[config.mk]
export PLATFORM = sky130hd
export DESIGN_NAME = apb_pcie_trace
export DESIGN_NICKNAME = d
export VERILOG_FILES = /design/src/rtl/apb_pcie_trace.sv
export SDC_FILE = /design/constraint.sdc
export NUM_CORES = 2
export LEC_CHECK = 0
export ABC_AREA = 1
export BUFFER_PORTS_ARGS = -buffer_cell sky130_fd_sc_hd__clkbuf_2
export CORE_ASPECT_RATIO = 2
export CORE_UTILIZATION = 60
export DETAILED_ROUTE_END_ITERATION = 8
export PLACE_DENSITY = 0.8
export REMOVE_ABC_BUFFERS = 1
export SLEW_MARGIN = 20
export SYNTH_ARGS = -nofsm -noshare
export SYNTH_HDL_FRONTEND = slang
export SYNTH_SLANG_ARGS = --single-unit
[constraint.sdc]
create_clock -name i_clk -period 8 [get_ports i_clk]
set_input_delay 0 -clock i_clk [delete_from_list [all_inputs] [get_ports i_clk]]
set_output_delay 0 -clock i_clk [all_outputs]
set_load 0.1 [all_outputs]
[src/rtl/apb_pcie_trace.sv]
// APB status slave plus a multi-channel DMA debug trace capture buffer.
// Optional trigger / post-trigger stop logic is built when APB_PCIE_TRACE_TRIG_EN is defined.

package apb_pcie_trace_pkg;
    localparam logic [15:0] VENDOR_OPTIMITECH    = 16'h00F1;
    localparam logic [15:0] OPTIMITECH_PCIE_CTRL = 16'h0082;
    localparam logic [1:0]  PNP_CFG_TYPE_SLAVE   = 2'b10;

    typedef struct packed {
        logic [63:0] addr_start;
        logic [63:0] addr_end;
    } mapinfo_type;

    typedef struct packed {
        logic [1:0]  descrtype;
        logic [6:0]  descrsize;
        logic [15:0] vid;
        logic [15:0] did;
        logic [63:0] addr_start;
        logic [63:0] addr_end;
    } dev_config_type;

    typedef struct packed {
        logic [31:0] paddr;
        logic [2:0]  pprot;
        logic        psel;
        logic        penable;
        logic        pwrite;
        logic [31:0] pwdata;
        logic [3:0]  pstrb;
    } apb_in_type;

    typedef struct packed {
        logic        pready;
        logic [31:0] prdata;
        logic        pslverr;
    } apb_out_type;
endpackage

module apb_pcie_trace
    import apb_pcie_trace_pkg::*;
#(
    parameter int          CH_NUM     = 2,
    parameter int          LOG2_DEPTH = 4,
    parameter logic [15:0] did        = OPTIMITECH_PCIE_CTRL
) (
    input  logic                    i_clk,
    input  logic                    i_nrst,
    input  mapinfo_type             i_mapinfo,
    output dev_config_type          o_cfg,
    input  apb_in_type              i_apbi,
    output apb_out_type             o_apbo,
    input  logic [15:0]             i_pcie_completer_id,
    input  logic [3:0]              i_dma_state,
    input  logic [CH_NUM-1:0]       i_dbg_valid,
    input  logic [64*CH_NUM-1:0]    i_dbg_data
);
    localparam int DEPTH = 1 << LOG2_DEPTH;
    localparam int CW    = LOG2_DEPTH + 1;

    logic            req_valid, req_write;
    logic [11:0]     req_addr;
    logic [31:0]     req_wdata;
    logic            resp_valid;
    logic [31:0]     resp_rdata, rdata;

    logic            enable, mode, trig_arm, triggered;
    logic [LOG2_DEPTH-1:0] wr_ptr;
    logic [CW-1:0]   count;
    logic [15:0]     drop_cnt;
    logic [31:0]     tstamp;

    logic [63:0]     buf_data [DEPTH];
    logic [31:0]     buf_ts   [DEPTH];
    logic [2:0]      buf_ch   [DEPTH];

    logic            any_valid, full, empty, ctrl_wr, do_clear, store;
    logic [2:0]      win_ch;
    logic [63:0]     win_data;
    logic [3:0]      n_valid, drop_inc;
    logic [16:0]     drop_sum;
    logic [15:0]     drop_next;

    // Bus helper: setup phase is the request, data answers in the access phase.
    assign req_valid = i_apbi.psel & ~i_apbi.penable;
    assign req_write = i_apbi.pwrite;
    assign req_addr  = i_apbi.paddr[11:0];
    assign req_wdata = i_apbi.pwdata;

    assign o_apbo.pready  = resp_valid;
    assign o_apbo.prdata  = resp_rdata;
    assign o_apbo.pslverr = 1'b0;

    assign o_cfg.descrtype  = PNP_CFG_TYPE_SLAVE;
    assign o_cfg.descrsize  = 7'h14;
    assign o_cfg.vid        = VENDOR_OPTIMITECH;
    assign o_cfg.did        = did;
    assign o_cfg.addr_start = i_mapinfo.addr_start;
    assign o_cfg.addr_end   = i_mapinfo.addr_end;

    logic unused_apb;
    assign unused_apb = ^{i_apbi.paddr[31:12], i_apbi.pprot, i_apbi.pstrb, req_wdata};

    always_comb begin
        win_ch   = '0;
        win_data = '0;
        n_valid  = '0;
        for (int i = CH_NUM - 1; i >= 0; i--) begin
            if (i_dbg_valid[i]) begin
                win_ch   = 3'(i);
                win_data = i_dbg_data[i*64 +: 64];
            end
            n_valid = n_valid + {3'd0, i_dbg_valid[i]};
        end
    end

    assign any_valid = |i_dbg_valid;
    assign full      = (count == CW'(DEPTH));
    assign empty     = (count == '0);
    assign ctrl_wr   = req_valid & req_write & (req_addr[11:2] == 10'd2);
    assign do_clear  = ctrl_wr & req_wdata[2];
    assign store     = enable & any_valid & ~do_clear & (~full | ~mode);

    // Losers of arbitration always count; the winner counts too if stop-on-full rejects it.
    always_comb begin
        drop_inc = '0;
        if (enable && any_valid && !do_clear)
            drop_inc = n_valid - 4'd1 + {3'd0, full & mode};
    end
    assign drop_sum  = {1'b0, drop_cnt} + {13'd0, drop_inc};
    assign drop_next = drop_sum[16] ? 16'hFFFF : drop_sum[15:0];

`ifdef APB_PCIE_TRACE_TRIG_EN
    logic [31:0] trig_value, trig_mask;
    logic [15:0] post_cnt, trig_cnt;
    logic        trig_run, match;
    assign match = trig_arm & ((win_data[31:0] & trig_mask) == (trig_value & trig_mask));
`else
    assign trig_arm  = 1'b0;
    assign triggered = 1'b0;
`endif

    always_ff @(posedge i_clk or negedge i_nrst) begin
        if (!i_nrst) begin
            enable   <= 1'b1;
            mode     <= 1'b0;
            wr_ptr   <= '0;
            count    <= '0;
            drop_cnt <= '0;
            tstamp   <= '0;
`ifdef APB_PCIE_TRACE_TRIG_EN
            trig_arm   <= 1'b0;
            triggered  <= 1'b0;
            trig_value <= '0;
            trig_mask  <= '0;
            post_cnt   <= '0;
            trig_cnt   <= '0;
            trig_run   <= 1'b0;
`endif
        end else begin
            tstamp <= tstamp + 32'd1;
            if (ctrl_wr) begin
                enable <= req_wdata[0];
                mode   <= req_wdata[1];
`ifdef APB_PCIE_TRACE_TRIG_EN
                trig_arm <= req_wdata[3];
`endif
            end
`ifdef APB_PCIE_TRACE_TRIG_EN
            if (req_valid && req_write) begin
                case (req_addr[11:2])
                    10'd6:   trig_value <= req_wdata;
                    10'd7:   trig_mask  <= req_wdata;
                    10'd8:   post_cnt   <= req_wdata[15:0];
                    default: ;
                endcase
            end
`endif
            if (do_clear) begin
                wr_ptr   <= '0;
                count    <= '0;
                drop_cnt <= '0;
`ifdef APB_PCIE_TRACE_TRIG_EN
                triggered <= 1'b0;
                trig_run  <= 1'b0;
`endif
            end else begin
                drop_cnt <= drop_next;
                if (store) begin
                    wr_ptr <= wr_ptr + 1'b1;
                    if (!full)
                        count <= count + CW'(1);
`ifdef APB_PCIE_TRACE_TRIG_EN
                    // Trigger disables capture late in the block so it beats a same-cycle ctrl write.
                    if (match) begin
                        triggered <= 1'b1;
                        trig_arm  <= 1'b0;
                        if (post_cnt == 16'd0) begin
                            enable <= 1'b0;
                        end else begin
                            trig_cnt <= post_cnt;
                            trig_run <= 1'b1;
                        end
                    end else if (trig_run) begin
                        trig_cnt <= trig_cnt - 16'd1;
                        if (trig_cnt == 16'd1) begin
                            enable   <= 1'b0;
                            trig_run <= 1'b0;
                        end
                    end
`endif
                end
            end
        end
    end

    always_ff @(posedge i_clk) begin
        if (store) begin
            buf_data[wr_ptr] <= win_data;
            buf_ts[wr_ptr]   <= tstamp;
            buf_ch[wr_ptr]   <= win_ch;
        end
    end

    always_comb begin
        rdata = '0;
        if (req_addr[11:10] == 2'b01) begin
            if ({26'd0, req_addr[9:4]} < 32'(DEPTH)) begin
                case (req_addr[3:2])
                    2'd0:    rdata = buf_data[req_addr[4 +: LOG2_DEPTH]][31:0];
                    2'd1:    rdata = buf_data[req_addr[4 +: LOG2_DEPTH]][63:32];
                    2'd2:    rdata = buf_ts[req_addr[4 +: LOG2_DEPTH]];
                    default: rdata = {29'd0, buf_ch[req_addr[4 +: LOG2_DEPTH]]};
                endcase
            end
        end else begin
            case (req_addr[11:2])
                10'd0:   rdata = {21'd0, triggered, empty, full, 4'd0, i_dma_state};
                10'd1:   rdata = {16'd0, i_pcie_completer_id};
                10'd2:   rdata = {28'd0, trig_arm, 1'b0, mode, enable};
                10'd3:   rdata = 32'(count);
                10'd4:   rdata = 32'(wr_ptr);
                10'd5:   rdata = {16'd0, drop_cnt};
`ifdef APB_PCIE_TRACE_TRIG_EN
                10'd6:   rdata = trig_value;
                10'd7:   rdata = trig_mask;
                10'd8:   rdata = {16'd0, post_cnt};
`endif
                default: rdata = '0;
            endcase
        end
    end

    always_ff @(posedge i_clk or negedge i_nrst) begin
        if (!i_nrst) begin
            resp_valid <= 1'b0;
            resp_rdata <= '0;
        end else begin
            resp_valid <= req_valid;
            if (req_valid)
                resp_rdata <= rdata;
        end
    end
endmodule

==> metrics.md <==
| Metric | Value |
|---|---|
| Synth area leaders | `edfxtp_1 (71%), o21ai_0 (4.7%), nand2_1 (4.0%)` |
| Crit share post-route | `0.555` |
| RR Startpoint | `enable$_DFFE_PN1N_` |
| IO Port Bufs | `200` |
| Placed standard-cell area | `67300 µm²` |
| Met1 usage | `0.395` |
| Clk buf depth | `3` |
| Adder-cell share of the synthesized area | `0.00295` |
| Fin nets | `5431` |
| Slew HR | `0.196` |
| Gr busiest metal | `met2` |
| Place WS | `3.50 ns` |
| Crit start category | `input port` |
| CP Max Fanout | `131` |
| Total Routed Length | `203 mm` |
| Inserted Clock Buffers | `121` |
| Top_reg_cell synth | `edfxtp_1` |
| Final Setup Violations | `0` |
| Mux contribution to synthesized area | `0.000151` |
| Inst Count DP | `6185` |
| Max Fclk | `225 MHz` |
| Dominant cell by count in the synthesized netlist | `edfxtp_1` |
| Worst hold path class | `input port to primary output` |
| Die height | `471 µm` |
| Layout Cell Area excl Fill | `72900 µm²` |
| Synth Register Bits | `1644` |
| Internal power | `0.0146 W` |
| RSZ-0062 raised after global routing | `no` |
| Register area share after synthesis | `0.740` |
| 1st-pass router iterations | `8` |
| Netlist Area Pre-Place | `66100 µm²` |
| Num Clock Sinks | `1644` |
| First-pass GRT wire length | `287 mm` |
| Via count | `44800` |
| Met2 usage | `0.566` |
| Initial DRC Count | `6486` |
| Hold Path Cell Cnt | `0` |
| Pins Over Slew Limit | `0` |
| Max Cap Viol | `0` |
| Antenna viol nets, final | `0` |
| Run status | `complete, no violations` |
| Die span in x | `237 µm` |
| Simple-gate portion of the synthesized area | `0.0903` |
| Post-synthesis cell count | `4975` |
| Finished Layout Cells | `6554` |
| Total GRT Usage | `0.360` |
| Power per cell area | `272 nW/µm²` |
| Post-DP HPWL | `111 mm` |
| Core Rows | `171` |
| Setup ws final | `3.56 ns` |
| Htree depth | `3` |
| Largest family of logic cells by synthesized area | `compound AO/OA/AOI/OAI gates` |
| Clock Power Share | `0.324` |
| Pin count of the biggest net entering global routing | `132` |
| IO Count | `557` |
| Psw | `0.00524 W` |
| Residual DRC | `0` |
| WL/cell | `30.9 µm` |
| Final Hold Vio Count | `0` |
| Worst Path Arrival | `5.12 ns` |
| Compound-Gate Fraction of Synth Area | `0.117` |
| Postcts setup bufs | `0` |
| Die area | `112000 µm²` |
| CORE AREA | `109000 µm²` |
| Mean area per synthesized cell | `13.3 µm²` |
| Worst setup EP type | `flip-flop` |
| Leading area contributor after synthesis | `edfxtp_1` |
| VDD IR max | `0.201 mV` |
| WS Path Type | `input port to flip-flop` |
| Clk_skew | `0.0214 ns` |
| Minimum clock period | `4.44 ns` |
| CTS clk-pin slew, worst paths | `0.07 ns` |
| Antenna violations before repair | `3` |
| Most frequent cells after synthesis | `edfxtp_1 (1552), nand2_1 (708), o21ai_0 (621), nor2_1 (460), nand3_1 (245)` |
| Switch share | `0.264` |
| Asr flop ratio synth | `0.0560` |
| Starting Density | `0.607` |
| Area share of xor/xnor cells in the synthesized design | `0.00437` |
| Worst-Skew Late Latency | `0.75 ns` |
| CTS tree | `done` |
| Sequential cell fraction of total power | `0.548` |
| Min-Delay Endpoint | `o_cfg[124]` |
| Area Overhead vs Synth | `10.3%` |
| Reg2Reg Setup Slack | `3.87 ns` |
| Share of cells above drive strength 1 | `0.0989` |
| Grt ovf | `0` |
| Vias per cell | `6.83` |
| Worst slew pin tran | `1.20 ns` |
| Combinational Power Share | `0.128` |
| Critical hold path startpoint | `i_mapinfo[124]` |
| CTS root buffer | `clkbuf_16` |
| Synth top area share | `0.705` |
| Reg2reg path depth | `7` |
| Yosys warns | `0` |
| Setup_tns | `0 ns` |
| Vias in the first global route | `43400` |
| Post-synth EDFFs | `1552` |
| Count of cell types in the netlist | `48` |
| Placer Congestion | `0.974` |
| LEAKAGE | `25.0 nW` |
| RR Endpoint | `buf_data[3][32]$_DFFE_PP_` |
| WP data required | `8.68 ns` |
| GR Layer Usage met3 | `0.147` |
==> worst max-delay path, stage by stage <==
cell	delay, ns
buf_8	0.63
inv_8	0.51
nor2_8	0.88
buf_4	0.47
nand2_1	0.12
nor2_1	0.46
nand2_1	0.25
o2111ai_1	0.24
nor3_1	0.06
dlygate4sd3_1	0.58
a21oi_1	0.17
dlygate4sd3_1	0.56
==> cell type report <==
cell class	count	area, µm²
multi-input cells	2799	14500
fillers	6992	36000
clock inverters	83	892
diodes	3	7.51
well taps	1384	1730
flip-flops and latches	1644	48900
inverters	82	324
repair buffers	414	3220
clock buffers	145	3280
==> flip-flops by register name, indices dropped and copies added (netlist names) <==
register and cells:
count 5, buf_data 1024, wr_ptr 4, drop_cnt 16
resp_rdata 32, mode 1, buf_ch 16, enable 1
resp_valid 1, tstamp 32, buf_ts 512
==> placed cells by master, fill, tap and decap left out, drive strengths merged, types with 3 or more instances in the layout <==
| cell type | count |
|---|---|
| edfxtp | 1552 |
| nand2 | 709 |
| o21ai | 683 |
| nor2 | 469 |
| clkbuf | 339 |
| nand3 | 247 |
| a221oi | 191 |
| o211ai | 162 |
| dlygate4sd3 | 137 |
| a21oi | 100 |
| dfrtp | 91 |
| inv | 86 |
| buf | 83 |
| clkinv | 53 |
| a22oi | 49 |
| o2111ai | 47 |
| conb | 42 |
| xor2 | 22 |
| bufinv | 17 |
| nand4 | 15 |
| ha | 14 |
| xnor2 | 11 |
| nor3 | 11 |
| clkinvlp | 9 |
| a31oi | 6 |
| o221ai | 6 |
| nor4 | 6 |
| diode | 3 |
==> metrics by stage <==
step                power (W)  hold WS, ns  utilization
finish                 0.0198     0.000935        0.669
detailed placement     0.0135      0.00245        0.618
CTS                    0.0197      0.00187        0.669
global route           0.0203     0.000683        0.669
floorplan              0.0124       -0.296            -
global placement       0.0134      0.00245        0.618
==> power groups by stage <==
| stage | clock network (W) | logic, W | registers (W) |
|---|---|---|---|
| after global routing | 0.00671 | 0.00265 | 0.0109 |
| final | 0.00642 | 0.00254 | 0.0109 |
| after CTS | 0.00639 | 0.00249 | 0.0109 |
| after floorplan | 0 | 0.00126 | 0.0112 |
| after detailed placement | 0 | 0.00241 | 0.0110 |
| after global placement | 0 | 0.00236 | 0.0110 |
==> routing by layer <==
layer | wire length, µm | part of all wire
met3 | 31100 | 0.15
met1 | 61500 | 0.30
met2 | 94000 | 0.46
met4 | 15500 | 0.076
met5 | 664 | 0.0033
==> logic make-up (layout without fill, tap and decap cells) <==
logic type | after synthesis | after routing
other | 2 | 45
AOI/OAI and AO/OA | 1249 | 1249
xor gates and xnor gates | 33 | 33
adders and majority gates | 15 | 15
muxes | 1 | 1
DFF | 1644 | 1644
and+or+nand+nor | 1459 | 1459
buffers and inverters | 572 | 724
==> timing repair <==
item                      4_1_cts  5_1_grt
hold buffers                  138        0
gates resized for setup         0        0
hold endpoints to repair      873        0
==> worst max-delay path by stage <==
stage                                 to       start  slack, ns
6_report       resp_rdata[0]$_DFFE_PN0N_  i_apbi[46]       3.56
5_1_grt        buf_data[3][48]$_DFFE_PP_  i_apbi[38]       3.53
4_1_cts           buf_ts[3][0]$_DFFE_PP_  i_apbi[38]       3.75
3_5_place_dp   buf_data[3][50]$_DFFE_PP_  i_apbi[46]       3.50
3_3_place_gp   buf_data[3][50]$_DFFE_PP_  i_apbi[46]       3.47
2_1_floorplan  resp_rdata[8]$_DFFE_PN0N_  i_apbi[46]       1.32
Note: power is estimated with default switching activity, not from simulation.
